`config.mk`:
```
export PLATFORM = sky130hd
export DESIGN_NAME = alu_issue
export DESIGN_NICKNAME = d
export VERILOG_FILES = /design/src/rtl/alu_pkg.sv /design/src/rtl/sync_fifo.sv /design/src/rtl/alu_issue.sv
export SDC_FILE = /design/constraint.sdc
export NUM_CORES = 1
export LEC_CHECK = 0
export CORE_UTILIZATION = 68
export CTS_CLUSTER_SIZE = 8
export DETAILED_ROUTE_END_ITERATION = 16
export DONT_BUFFER_PORTS = 1
export GPL_TIMING_DRIVEN = 0
export PLACE_DENSITY = 0.95
export SETUP_SLACK_MARGIN = 0.5
export SLEW_MARGIN = 20
export SYNTH_ARGS = -nofsm -noshare
export SYNTH_HDL_FRONTEND = slang
export SYNTH_SLANG_ARGS = --single-unit
```
`constraint.sdc`:
```
create_clock -name clk -period 8 [get_ports clk]
set_input_delay 1.6 -clock clk [delete_from_list [all_inputs] [get_ports clk]]
set_output_delay 1.6 -clock clk [all_outputs]
set_load 0.005 [all_outputs]
```
`src/rtl/alu_pkg.sv`:
```
// Shared ALU operand types used by the issue block and the ALU itself.
package alu_pkg;
    localparam int DATA_W = 32;

    typedef struct packed {
        logic [DATA_W-1:0] in0;
        logic [DATA_W-1:0] in1;
        logic              opsel;
    } alu_req_t;
endpackage

```
`src/rtl/sync_fifo.sv`:
```
// Single-clock FIFO; the owner guarantees no push when full and no pop when empty.
module sync_fifo #(
    parameter int WIDTH = 32,
    parameter int DEPTH = 4
) (
    input  logic             clk,
    input  logic             reset,
    input  logic             push,
    input  logic [WIDTH-1:0] push_data,
    input  logic             pop,
    output logic [WIDTH-1:0] pop_data,
    output logic             empty,
    output logic             full
);
    localparam int AW = (DEPTH > 1) ? $clog2(DEPTH) : 1;

    logic [WIDTH-1:0] mem [DEPTH];
    logic [AW-1:0]    wr_ptr;
    logic [AW-1:0]    rd_ptr;
    logic [AW:0]      count;

    function automatic logic [AW-1:0] ptr_next(input logic [AW-1:0] p);
        return (p == AW'(DEPTH - 1)) ? '0 : p + AW'(1);
    endfunction

    always_ff @(posedge clk) begin
        if (reset) begin
            wr_ptr <= '0;
            rd_ptr <= '0;
            count  <= '0;
        end else begin
            if (push) wr_ptr <= ptr_next(wr_ptr);
            if (pop)  rd_ptr <= ptr_next(rd_ptr);
            case ({push, pop})
                2'b10:   count <= count + (AW+1)'(1);
                2'b01:   count <= count - (AW+1)'(1);
                default: count <= count;
            endcase
        end
    end

    // Storage needs no reset; occupancy alone decides what is valid.
    always_ff @(posedge clk) begin
        if (push) mem[wr_ptr] <= push_data;
    end

    assign pop_data = mem[rd_ptr];
    assign empty    = (count == '0);
    assign full     = (count == (AW+1)'(DEPTH));
endmodule

```
`src/rtl/alu_issue.sv`:
```
// Issues queued operations to a fixed-latency ALU and returns results in order,
// using response-FIFO credits so a returning result always has a slot.
module alu_issue
    import alu_pkg::*;
#(
    parameter int LATENCY   = 1,
    parameter int REQ_DEPTH = 4,
    parameter int RSP_DEPTH = 4
) (
    input  logic              clk,
    input  logic              reset,
    input  logic              req_valid,
    output logic              req_ready,
    input  logic [DATA_W-1:0] req_in0,
    input  logic [DATA_W-1:0] req_in1,
    input  logic              req_opsel,
    output logic [DATA_W-1:0] in0,
    output logic [DATA_W-1:0] in1,
    output logic              opsel,
    output logic              issue_valid,
    input  logic [DATA_W-1:0] alu_out,
    output logic              rsp_valid,
    input  logic              rsp_ready,
    output logic [DATA_W-1:0] rsp_data
);
    localparam int CW = $clog2(RSP_DEPTH) + 1;

    alu_req_t          req_wdata;
    alu_req_t          req_head;
    logic              req_push;
    logic              req_empty;
    logic              req_full;
    logic              issue;
    logic              rsp_push;
    logic              rsp_pop;
    logic              rsp_empty;
    logic              rsp_full;
    logic [DATA_W-1:0] rsp_head;
    logic [CW-1:0]     credit;
    logic [LATENCY-1:0] vld_sr;

    assign req_wdata.in0   = req_in0;
    assign req_wdata.in1   = req_in1;
    assign req_wdata.opsel = req_opsel;

    assign req_ready = ~reset & ~req_full;
    assign req_push  = req_valid & req_ready;

    // Credits count in-flight results plus queued responses.
    assign issue = ~reset & ~req_empty & (credit < CW'(RSP_DEPTH));

    always_comb begin
        issue_valid = issue;
        in0         = '0;
        in1         = '0;
        opsel       = 1'b0;
        if (issue) begin
            in0   = req_head.in0;
            in1   = req_head.in1;
            opsel = req_head.opsel;
        end
    end

    always_ff @(posedge clk) begin
        if (reset) begin
            vld_sr <= '0;
        end else begin
            vld_sr[0] <= issue;
            for (int i = 1; i < LATENCY; i++) vld_sr[i] <= vld_sr[i-1];
        end
    end

    assign rsp_push  = ~reset & vld_sr[LATENCY-1] & ~rsp_full;
    assign rsp_valid = ~reset & ~rsp_empty;
    assign rsp_data  = rsp_valid ? rsp_head : '0;
    assign rsp_pop   = rsp_valid & rsp_ready;

    always_ff @(posedge clk) begin
        if (reset) begin
            credit <= '0;
        end else begin
            case ({issue, rsp_pop})
                2'b10:   credit <= credit + CW'(1);
                2'b01:   credit <= credit - CW'(1);
                default: credit <= credit;
            endcase
        end
    end

    sync_fifo #(.WIDTH($bits(alu_req_t)), .DEPTH(REQ_DEPTH)) u_req_fifo (
        .clk       (clk),
        .reset     (reset),
        .push      (req_push),
        .push_data (req_wdata),
        .pop       (issue),
        .pop_data  (req_head),
        .empty     (req_empty),
        .full      (req_full)
    );

    sync_fifo #(.WIDTH(DATA_W), .DEPTH(RSP_DEPTH)) u_rsp_fifo (
        .clk       (clk),
        .reset     (reset),
        .push      (rsp_push),
        .push_data (alu_out),
        .pop       (rsp_pop),
        .pop_data  (rsp_head),
        .empty     (rsp_empty),
        .full      (rsp_full)
    );
endmodule

```
==> summary.txt, run 1 <==
Synthesis
  • Number of cells produced by synthesis: between 700 and 800
  • Prevailing post-synth register cell: sky130_fd_sc_hd__edfxtp_1
  • Most frequently used cell type in the post-synthesis netlist: sky130_fd_sc_hd__edfxtp_1
  • Async set-or-reset flop fraction in the synthesized netlist: 0%
  • Post-synthesis average cell area: 21.4 sq um
  • Fraction of synthesized cell area taken by the top area cell type: approximately 73%
  • Count of different cell masters after synthesis: 28
  • Sequential cell area fraction in the yosys report: 76.1%
  • Count of state elements after synthesis: 410
  • Commonest cells post-synth: sky130_fd_sc_hd__edfxtp_1, sky130_fd_sc_hd__mux4_2, sky130_fd_sc_hd__and2_1, sky130_fd_sc_hd__nor2b_1, sky130_fd_sc_hd__dfxtp_1
  • Post-synthesis instance area: between 0.015 and 0.02 sq mm
  • Top cells by area in the synthesized netlist: sky130_fd_sc_hd__edfxtp_1, sky130_fd_sc_hd__mux4_2, sky130_fd_sc_hd__and2_1
  • Cell type with the largest total area after synthesis: sky130_fd_sc_hd__edfxtp_1
  • EDFF count, synth: 388
  • Number of nets produced by synthesis: 860
  • Yosys warnings: 0

Finish
  • Net count reported at finish: ~930
  • Fraction of final layout cells sized beyond drive strength 1: around 26%
  • Number of antenna diodes: 0
  • Area delta synth->final: 13.5%

Placement
  • Weighted congestion at the end of routability-driven global placement: approximately 0.72
  • Post-detailed-placement half-perimeter wirelength: 20500 um
  • Number of I/O port buffers: 0
  • Setup slack at placement: roughly 3.8 ns

Hold path
  • Kind of path behind the tightest hold check: reg2reg
  • Hold wc startpoint: vld_sr

Route
  • Detailed-routing iteration count for the pre-antenna-repair pass: 5
  • WL/cell: 31.1 um
  • Total via count in the routed design: 7496
  • Antenna Violating Nets Remaining: 0
  • Vias per Instance: 6.61
  • Drc violations: 0
  • Starting DRT DRC Count: 777
  • DRT Wirelength: between 30000 and 40000 um

Setup path
  • Top fanout value on the critical path: 10
  • Critical path data arrival time: 2.64 ns
  • Critical Path Source Type: input port
  • Timing startpoint of the critical path: reset
  • Start of the worst register-to-register path: u_req_fifo.count[0]
  • Endpoint class of the critical path: output pin
  • Class of the most critical setup path: in2out
  • Required @ worst endpoint: between 6 and 7 ns

GRT
  • Maximum number of pins on one net before global-route repair: 34
  • First-pass GRT wire length: 51300 um
  • Via count of the first global-routing pass: 8250
  • All-Layer GR Usage: 30.4%
  • Total grt overflow: 0
  • Antenna violations before repair: 0

Timing
  • Max Freq: 0.236 GHz
  • Time the final worst path needs with I/O delays and setup: ~4.2 ns
  • Sum of negative setup slack: 0 ns
  • Number of failing setup endpoints in the final timing report: 0
  • Clock Skews: 0.0472 ns
  • Transition time of the tightest slew-check pin: 0.769 ns
  • Worst-case headroom to the max-slew limit: around 50%
  • Worst setup slack after layout: about 3.8 ns
  • Post-route fraction of the period consumed by the critical path: between 50% and 60%
  • Final max-slew violation count: 0
  • Number of hold violations in the final report: 0
  • Setup repair after global routing missed its margin: false

Clock tree
  • Clock network latency to the later pin of the worst-skew pair: 0.60 ns
  • CTS resizes: 0
  • Number of hold buffers added after cts: 0
  • Cell at the root of the clock tree: sky130_fd_sc_hd__clkbuf_16
  • Clock transition time at the flip-flop clock pins of the worst setup and hold paths: around 0.050 ns
  • Cts bufs inserted: 57
  • Number of buffers on the longest clock path: 3
  • CTS H-Tree Depth: 2
  • Number of setup buffers added after CTS: 0
  • Clock tree from TritonCTS: yes
  • Sinks on Clock Net: 410

Floorplan
  • Starting Density: approximately 70%
  • Die Span X: 155 um
  • Die area: 0.0240 sq mm
  • Area of the core: 0.0228 sq mm
  • Io pins: 201
  • Die outline height: 155 um
  • Rows: 55

Pwr
  • Leakage power: about 5.7 nW
  • Power per standard cell area: just over 300 mW/mm^2
  • Maximum VDD drop: 0.224 mV

Run
  • Max cap viols: 0

Outcome
  • Run status: finished, final reports clean
layout make-up:
type | instances | area [sq um]
Tap cell | 313 | 392
Inverter | 20 | 75.1
Sequential cell | 410 | 12100
Fill cell | 1025 | 4750
Multi-Input combinational cell | 280 | 3490
Buffer | 33 | 244
Clock buffer | 66 | 1460
Timing Repair Buffer | 8 | 190
Clock inverter | 4 | 88.8
placed cells by master, fill, tap and decap left out, drive strengths merged:
cell type	synthesis	layout
ha	13	13
nor3b	5	5
clkinv	0	3
or2	1	1
nor2b	35	35
fa	3	3
xor2	6	6
clkbuf	6	72
edfxtp	388	388
o21ai	7	7
o41ai	1	1
mux4	97	97
and2	73	73
buf	27	35
nor2	14	14
mux2	6	6
or3	4	4
nand3b	1	1
dfxtp	22	22
nor3	3	3
a21oi	9	9
or4	2	2
inv	20	21
sequential cells by signal (all words and copies together) (netlist names), named ones only:
register / count
u_req_fifo.mem: 260
vld_sr: 1
credit: 3
u_rsp_fifo.mem: 128
u_rsp_fifo.rd_ptr: 2
u_rsp_fifo.wr_ptr: 2
u_req_fifo.count: 3
u_req_fifo.wr_ptr: 2
u_req_fifo.rd_ptr: 2
u_rsp_fifo.count: 3
routing by layer:
metal  wire [um]  vias up  track usage [%]
met2       19100      435             54.3
met3        3270       74             9.44
met5           0        -                0
li1            -     3072                -
met4        1160        0             11.2
met1       11800     3915             34.5
cell families after synthesis:
logic type	count (synthesis)	share of synthesized area, %
DFF	410	76.1
adders and majority gates	16	1.40
buffers and inverters	53	2.01
xor gates and xnor gates	6	0.331
muxes	103	14.2
and+or+nand+nor	138	5.41
AOI/OAI and AO/OA	17	0.559
where the power goes:
group | switching (W) | total (W) | internal, W
logic | 0.000481 | 0.000903 | 0.000422
clock network | 0.000859 | 0.00213 | 0.00127
registers | 0.0000604 | 0.00257 | 0.00251
total | 0.00140 | 0.00560 | 0.00420
final timing paths:
check | depth (start not counted) | to | slack (ns)
worst min-delay path | 2 | u_rsp_fifo.wr_ptr[1] | 0.51
worst min register to register | 2 | u_rsp_fifo.wr_ptr[1] | 0.51
worst max-delay path | 3 | rsp_data[3] | 3.76
worst max register to register | 10 | u_req_fifo.count[2] | 5.43
critical path: stages:
cell	delay [ns]
sky130_fd_sc_hd__or2_2	0.37
sky130_fd_sc_hd__clkbuf_1	0.31
sky130_fd_sc_hd__nor2b_1	0.35
metrics by stage:
stage / total power, W / utilization, % / std cells / hold WS [ns] / cell area, sq um
final: 0.00560 / 79.2 / 1134 / 0.507 / 18000
after global routing: 0.00577 / 79.2 / 1134 / 0.524 / 18000
after CTS: 0.00563 / 79.2 / 1134 / 0.508 / 18000
after detailed placement: 0.00348 / 72.4 / 1064 / 0.491 / 16500
after global placement: 0.00341 / 71.5 / 1056 / 0.463 / 16300
after floorplan: 0.00325 / - / 743 / 0.457 / 15900
Power figures use the tool's default switching activity.
==> inputs of run 2 (changes only) <==
- CORE_UTILIZATION: 68 -> 57
- PLACE_DENSITY: 0.95 -> 0.86
- clock period: 8 -> 3.7 ns (I/O delays scaled with it)
==> run 2 against run 1 <==
  * Sequential cell count did not move
  * Global-route usage down 9.0 points
  * Worst hold slack worse by 0.24 ns
  * Critical endpoint is now rsp_data[30]
==> summary.txt, run 2 (same netlist as run 1, synthesis figures left out) <==
Finish
  • Post-layout util: 66.7% (-12 points)
  • Design area: 0.0181 sq mm (+0.58%)
  • Number of flip-flops under the largest register name: 260 (unchanged)
  • Commonest non-fill, non-tap cell in the layout: sky130_fd_sc_hd__edfxtp_1
  • Area delta synth->final: 14.2%
  • Largest registers ranked by flip-flop count: u_req_fifo.mem: 260 flops, u_rsp_fifo.mem: 128 flops
  • Net count reported at finish: 927 (unchanged)
  • Register with the most flip-flops: u_req_fifo.mem
  • Most frequent cells in the layout: sky130_fd_sc_hd__edfxtp_1, sky130_fd_sc_hd__mux4_2, sky130_fd_sc_hd__and2_1
  • Number of antenna diodes: 0 (unchanged)
  • Fraction of final layout cells sized beyond drive strength 1: 25.6% (-0.34 points)

Hold path
  • Kind of path behind the tightest hold check: in2reg
  • Hold wc startpoint: req_in0[18]
  • Endpoint of the worst hold-timing path: u_req_fifo.mem[2][51]
  • Hold Path Stages: 0 (-2)

GRT
  • Maximum number of pins on one net before global-route repair: 41 (+21%)
  • First-pass GRT wire length: 45200 um (-12%)
  • Via count of the first global-routing pass: 7755 (-6.0%)
  • Antenna violations before repair: 1 (+1)
  • All-Layer GR Usage: 21.4% (-9.0 points)
  • Total grt overflow: 0 (unchanged)
  • M2 GR Usage: 35.5% (-19 points)
  • Met1 usage in global routing: 27.0% (-7.5 points)
  • Met3 track demand over resource in global routing: 5.99% (-3.5 points)
  • Global-route layer with the greatest usage: met2

Floorplan
  • Area of the core: 0.0272 sq mm (+19%)
  • Die Span X: 169 um (+9.1%)
  • Io pins: 201 (unchanged)
  • Die outline height: 169 um (+9.1%)
  • Rows: 60 (+9.1%)
  • Die area: 0.0285 sq mm (+19%)
  • Starting Density: 58.5% (-11 points)

Setup path
  • Dominant delay contributor by cell family on the critical path: buffers and inverters
  • Master of the slowest instance on the critical path: sky130_fd_sc_hd__buf_1
  • Chain of cells forming the critical path: buf_1 > mux4_2 > nor2b_1
  • Required @ worst endpoint: 2.96 ns (-3.44 ns)
  • Top fanout value on the critical path: 10 (unchanged)
  • RR Endpoint: u_req_fifo.count[2]
  • Start of the worst register-to-register path: u_req_fifo.count[0]
  • Reg2reg path depth: 10 (unchanged)
  • Endpoint class of the critical path: output pin
  • Critical path buffer and inverter count: 1 (unchanged)
  • Critical Path Source Type: flop
  • Slowest stage delay, CP: 0.57 ns (+0.20 ns)
  • Critical path data arrival time: 2.15 ns (-0.49 ns)
  • Class of the most critical setup path: reg2out
  • Register-to-register setup slack: 1.22 ns (-4.21 ns)

Clock tree
  • CTS resizes: 0 (unchanged)
  • Cts bufs inserted: 57 (unchanged)
  • Clock network latency to the later pin of the worst-skew pair: 0.56 ns (-0.04 ns)
  • Number of buffers on the longest clock path: 3 (unchanged)
  • Number of hold buffers added after cts: 0 (unchanged)
  • Clock tree from TritonCTS: yes
  • Sinks on Clock Net: 410 (unchanged)
  • Number of setup buffers added after CTS: 0 (unchanged)
  • Clock transition time at the flip-flop clock pins of the worst setup and hold paths: 0.05 ns (about the same)
  • Cell at the root of the clock tree: sky130_fd_sc_hd__clkbuf_16
  • CTS H-Tree Depth: 2 (unchanged)

Outcome
  • Run status: finished, final reports clean

Timing
  • Clock Skews: 0.0319 ns (-0.0153 ns)
  • Time the final worst path needs with I/O delays and setup: 2.89 ns
  • Worst-case hold slack: 0.270 ns (-0.237 ns)
  • Transition time of the tightest slew-check pin: 0.712 ns (-0.0563 ns)
  • Number of hold violations in the final report: 0 (unchanged)
  • Worst-case headroom to the max-slew limit: 52.5% (+3.8 points)
  • Setup repair after global routing missed its margin: false
  • Worst setup slack after layout: 0.811 ns (-2.95 ns)
  • Post-route fraction of the period consumed by the critical path: 78.1%
  • Number of failing setup endpoints in the final timing report: 0 (unchanged)
  • Max Freq: between 0.3 and 0.4 GHz
  • Final max-slew violation count: 0 (unchanged)

Route
  • Total via count in the routed design: 7108 (-5.2%)
  • Detailed-routing iteration count for the pre-antenna-repair pass: 5 (unchanged)
  • WL/cell: 24.6 um (-21%)
  • DRT Wirelength: 29600 um (-16%)
  • Antenna Violating Nets Remaining: 0 (unchanged)
  • Vias per Instance: 5.90 (-11%)
  • Starting DRT DRC Count: 648 (-17%)
  • Drc violations: 0 (unchanged)

Placement
  • Placed instance area: 0.0166 sq mm (+0.45%)
  • Post-detailed-placement half-perimeter wirelength: 18000 um (-12%)
  • Setup slack at placement: 0.892 ns (-2.93 ns)
  • Weighted congestion at the end of routability-driven global placement: 0.730 (+1.3%)
  • Number of I/O port buffers: 0 (unchanged)

Run
  • Max cap viols: 0 (unchanged)

Pwr
  • Total Power Consumption: 0.0120 W (+110%)
  • Maximum VDD drop: 0.493 mV (+120%)
  • Leakage power: 5.76 nW (+0.20%)
  • Power per standard cell area: 662 mW/mm^2 (+110%)
run 2: changes by cell type in the layout (fill, tap and decap cells not counted):
cell / delta
sky130_fd_sc_hd__clkbuf_1: +11
sky130_fd_sc_hd__clkbuf_16: +1
sky130_fd_sc_hd__clkbuf_8: +1
sky130_fd_sc_hd__clkinv_16: -1
sky130_fd_sc_hd__clkinv_4: -1
sky130_fd_sc_hd__inv_16: -1
sky130_fd_sc_hd__inv_6: +1
run 2: where the power goes:
group	switching [W]	leakage, nW	internal [W]	total (W)
clock network	0.00177	0.761	0.00283	0.00460
registers	0.000105	3.69	0.00542	0.00553
logic	0.000964	1.30	0.000907	0.00187
total	0.00284	5.76	0.00916	0.0120
run 2: routing by layer:
metal	up-vias	wire length, um	part of all wire [%]
met5	-	13	0.044
met4	2	936	3.2
met3	75	2080	7.0
met2	264	15100	51
met1	3678	11500	39
li1	3089	-	-
run 2: cell type report:
cell class | instances | area [sq um]
Sequential cell | 410 | 12100
Fill cell | 1680 | 9040
Multi-Input combinational cell | 280 | 3490
Clock buffer | 79 | 1540
Tap cell | 372 | 465
Buffer | 33 | 244
Timing Repair Buffer | 8 | 190
Inverter | 20 | 75.1
Clock inverter | 2 | 38.8
run 2: worst max path at each step:
| stage | start | slack (ns) | to | depth (start not counted) |
|---|---|---|---|---|
| 2_1_floorplan | reset | 0.63 | u_req_fifo.mem[0][0] | 2 |
| 3_3_place_gp | reset | -0.52 | u_req_fifo.mem[2][19] | 2 |
| 3_5_place_dp | reset | 0.89 | u_req_fifo.count[2] | 9 |
| 4_1_cts | flop | 0.78 | rsp_data[30] | 3 |
| 5_1_grt | flop | 0.72 | rsp_data[23] | 3 |
| 6_report | flop | 0.81 | rsp_data[30] | 3 |
run 2: stage by stage:
stage | cells | TNS (ns)
after floorplan | 743 | 0
after CTS | 1204 | 0
after global placement | 1115 | -131.96
after detailed placement | 1123 | 0
final | 1204 | 0
after global routing | 1204 | 0
==> inputs of run 3 (changes only) <==
- CORE_UTILIZATION: 57 -> 63
- PLACE_DENSITY: 0.86 -> 0.9
- clock period: 3.7 -> 2.95 ns (I/O delays scaled with it)
==> run 3 against run 2 <==
  * Sequential power increased by 26%
  * Die area is 9.4% lower
  * Highest routed layer unchanged
  * Sequential cell count is the same
  * Final area up 3.4%
  * Critical path depth grew 1
  * Sequential share of layout area fell by 2.2 points
  * Routed wire length is 13% higher
  * Clock-buffer cell count increased by 2
  * First-iteration DRC count up 17%
  * Register-to-register slack worse by 0.64 ns
  * Critical path type unchanged
  * Setup slack lost 0.42 ns
  * Power increased by 31%
==> summary.txt, run 3 (same netlist as run 1, synthesis figures left out) <==
Floorplan
  • Io pins: 201 (unchanged)
  • Area of the core: 0.0245 sq mm (-9.7%)
  • Die area: 0.0259 sq mm (-9.4%)
  • Die Span X: 161 um (-4.8%)
  • Die outline height: 161 um (-4.8%)
  • Starting Density: 64.8% (+6.3 points)
  • Rows: 57 (-5.0%)

GRT
  • First-pass GRT wire length: 50000 um (+11%)
  • Via count of the first global-routing pass: 8119 (+4.7%)
  • All-Layer GR Usage: 26.4% (+5.0 points)
  • Maximum number of pins on one net before global-route repair: 35 (-15%)
  • Met1 usage in global routing: 31.6% (+4.6 points)
  • Antenna violations before repair: 1 (unchanged)
  • Global-route layer with the greatest usage: met2
  • Met3 track demand over resource in global routing: 8.01% (+2.0 points)
  • Total grt overflow: 0 (unchanged)
  • M2 GR Usage: 46.3% (+11 points)

Finish
  • Largest registers ranked by flip-flop count: u_req_fifo.mem: 260 flops, u_rsp_fifo.mem: 128 flops
  • Register with the most flip-flops: u_req_fifo.mem
  • Fraction of final layout cells sized beyond drive strength 1: 33.8% (+8.2 points)
  • Net count reported at finish: 941 (+1.5%)
  • Most frequent cells in the layout: sky130_fd_sc_hd__edfxtp_1, sky130_fd_sc_hd__mux4_2, sky130_fd_sc_hd__clkbuf_16
  • Number of antenna diodes: 0 (unchanged)
  • Number of flip-flops under the largest register name: 260 (unchanged)
  • Area delta synth->final: 18.1%
  • Commonest non-fill, non-tap cell in the layout: sky130_fd_sc_hd__edfxtp_1

Clock tree
  • Clock tree from TritonCTS: yes
  • Clock transition time at the flip-flop clock pins of the worst setup and hold paths: 0.06 ns (about the same)
  • Number of hold buffers added after cts: 0 (unchanged)
  • Number of buffers on the longest clock path: 3 (unchanged)
  • Cell at the root of the clock tree: sky130_fd_sc_hd__clkbuf_16
  • CTS H-Tree Depth: 2 (unchanged)
  • Cts bufs inserted: 57 (unchanged)
  • Sinks on Clock Net: 410 (unchanged)
  • Clock network latency to the later pin of the worst-skew pair: 0.56 ns (about the same)

Pwr
  • Leakage power: 6.08 nW (+5.7%)
  • Power per standard cell area: 838 mW/mm^2 (+27%)
  • Internal power of the cells: 0.0119 W (+29%)
  • Fraction of power consumed by the clock network: 36.9% (-1.4 points)
  • Net Sw Power: 0.00387 W (+36%)
  • Part of the power in combinational logic: 18.8% (+3.2 points)
  • Total Power Consumption: 0.0157 W (+31%)
  • Switching part of the total power: 24.6% (+0.97 points)
  • Sequential group share of total power: 44.3% (-1.8 points)
  • Maximum VDD drop: 0.707 mV (+43%)

Placement
  • Post-detailed-placement half-perimeter wirelength: 19300 um (+7.3%)
  • Weighted congestion at the end of routability-driven global placement: 0.743 (+1.8%)
  • Number of I/O port buffers: 0 (unchanged)

Route
  • Vias per Instance: 6.37 (+7.9%)
  • Antenna Violating Nets Remaining: 0 (unchanged)
  • Detailed-routing iteration count for the pre-antenna-repair pass: 5 (unchanged)
  • Total via count in the routed design: 7475 (+5.2%)
  • DRT Wirelength: 33600 um (+13%)
  • Drc violations: 0 (unchanged)
  • WL/cell: 28.6 um (+16%)
  • Starting DRT DRC Count: 759 (+17%)

Outcome
  • Run status: finished, final reports clean

Timing
  • Sum of negative setup slack: 0 ns (unchanged)
  • Max Freq: ~0.4 GHz
  • Final max-slew violation count: 0 (unchanged)
  • Time the final worst path needs with I/O delays and setup: 2.56 ns
  • Setup repair after global routing missed its margin: true
  • Post-route fraction of the period consumed by the critical path: 86.7%
  • Worst-case headroom to the max-slew limit: 59.3% (+6.8 points)
  • Number of hold violations in the final report: 0 (unchanged)
  • Number of failing setup endpoints in the final timing report: 0 (unchanged)
  • Clock Skews: 0.0181 ns (-0.0137 ns)
  • Transition time of the tightest slew-check pin: 0.605 ns (-0.107 ns)

Setup path
  • Endpoint class of the critical path: output pin
  • Critical Path Source Type: flop
  • Required @ worst endpoint: 2.36 ns (-0.60 ns)
  • Top fanout value on the critical path: 10 (unchanged)
  • Critical path data arrival time: 1.97 ns (-0.18 ns)
  • Class of the most critical setup path: reg2out

Hold path
  • Kind of path behind the tightest hold check: in2reg

Run
  • Max cap viols: 0 (unchanged)
==> run 3: changes by cell type in the layout (fill, tap and decap cells not counted), moves of 12 or more <==
cell | before | now
sky130_fd_sc_hd__and2_1 | 65 | 48
sky130_fd_sc_hd__and2_4 | 4 | 21
sky130_fd_sc_hd__buf_12 | 4 | 19
sky130_fd_sc_hd__buf_2 | 12 | 0
sky130_fd_sc_hd__buf_4 | 0 | 16
sky130_fd_sc_hd__nor2b_1 | 35 | 5
sky130_fd_sc_hd__nor2b_4 | 0 | 30
==> run 3: layer usage <==
metal  share of wire [%]  wire length (um)
met1                  35             11700
met2                  53             17900
met4                 2.5               830
met5               0.039                13
met3                 9.2              3080
==> run 3: final cells by class <==
type	count	area, sq um
Sequential cell	410	12100
Fill cell	1185	5780
Clock inverter	3	48.8
Tap cell	324	405
Clock buffer	81	1520
Timing Repair Buffer	22	417
Buffer	33	412
Multi-Input combinational cell	280	3780
Inverter	20	77.6
==> run 3: metrics by stage <==
step	hold slack [ns]	util [%]	area, sq um	setup WS [ns]	cells
after floorplan	0.457	-	15900	0.530	743
after global placement	0.468	66.4	16300	0.108	1067
after detailed placement	0.497	67.2	16500	0.304	1075
after CTS	0.101	75.3	18500	0.373	1172
after global routing	0.0999	76.5	18800	0.358	1173
final	0.114	76.5	18800	0.392	1173
==> run 3: power by group through the flow <==
stage / logic, W / registers (W) / clock network [W]
6_report: 0.00296 / 0.00697 / 0.00581
5_1_grt: 0.00316 / 0.00699 / 0.00608
4_1_cts: 0.00277 / 0.00696 / 0.00583
2_1_floorplan: 0.00181 / 0.00700 / 0
3_5_place_dp: 0.00239 / 0.00704 / 0
3_3_place_gp: 0.00223 / 0.00702 / 0
==> run 3: worst max-delay path, cell delays in order (launching register included) <==
cell                      delay (ns)
sky130_fd_sc_hd__dfxtp_2        0.35
sky130_fd_sc_hd__buf_12         0.15
sky130_fd_sc_hd__buf_12         0.15
sky130_fd_sc_hd__mux4_2         0.54
sky130_fd_sc_hd__and2_1         0.21
==> run 3: timing repair <==
| action | 4_1_cts | 5_1_grt |
|---|---|---|
| gates resized for setup | 75 | 72 |
| pin swaps | 1 | 0 |
| endpoints found under the setup margin | 94 | 101 |
| buffers inserted | 10 | 1 |
| gates cloned | 3 | 0 |
==> run 3: worst paths after layout <==
| kind | from | endpoint | slack, ns | cells after the start |
|---|---|---|---|---|
| max | flop | in0[21] | 0.39 | 4 |
| min | alu_out[13] | u_rsp_fifo.mem[0][13] | 0.11 | 0 |
| max reg2reg | u_rsp_fifo.count[2] | u_rsp_fifo.count[2] | 0.58 | 9 |
| min reg2reg | u_req_fifo.count[2] | u_req_fifo.count[2] | 0.51 | 2 |
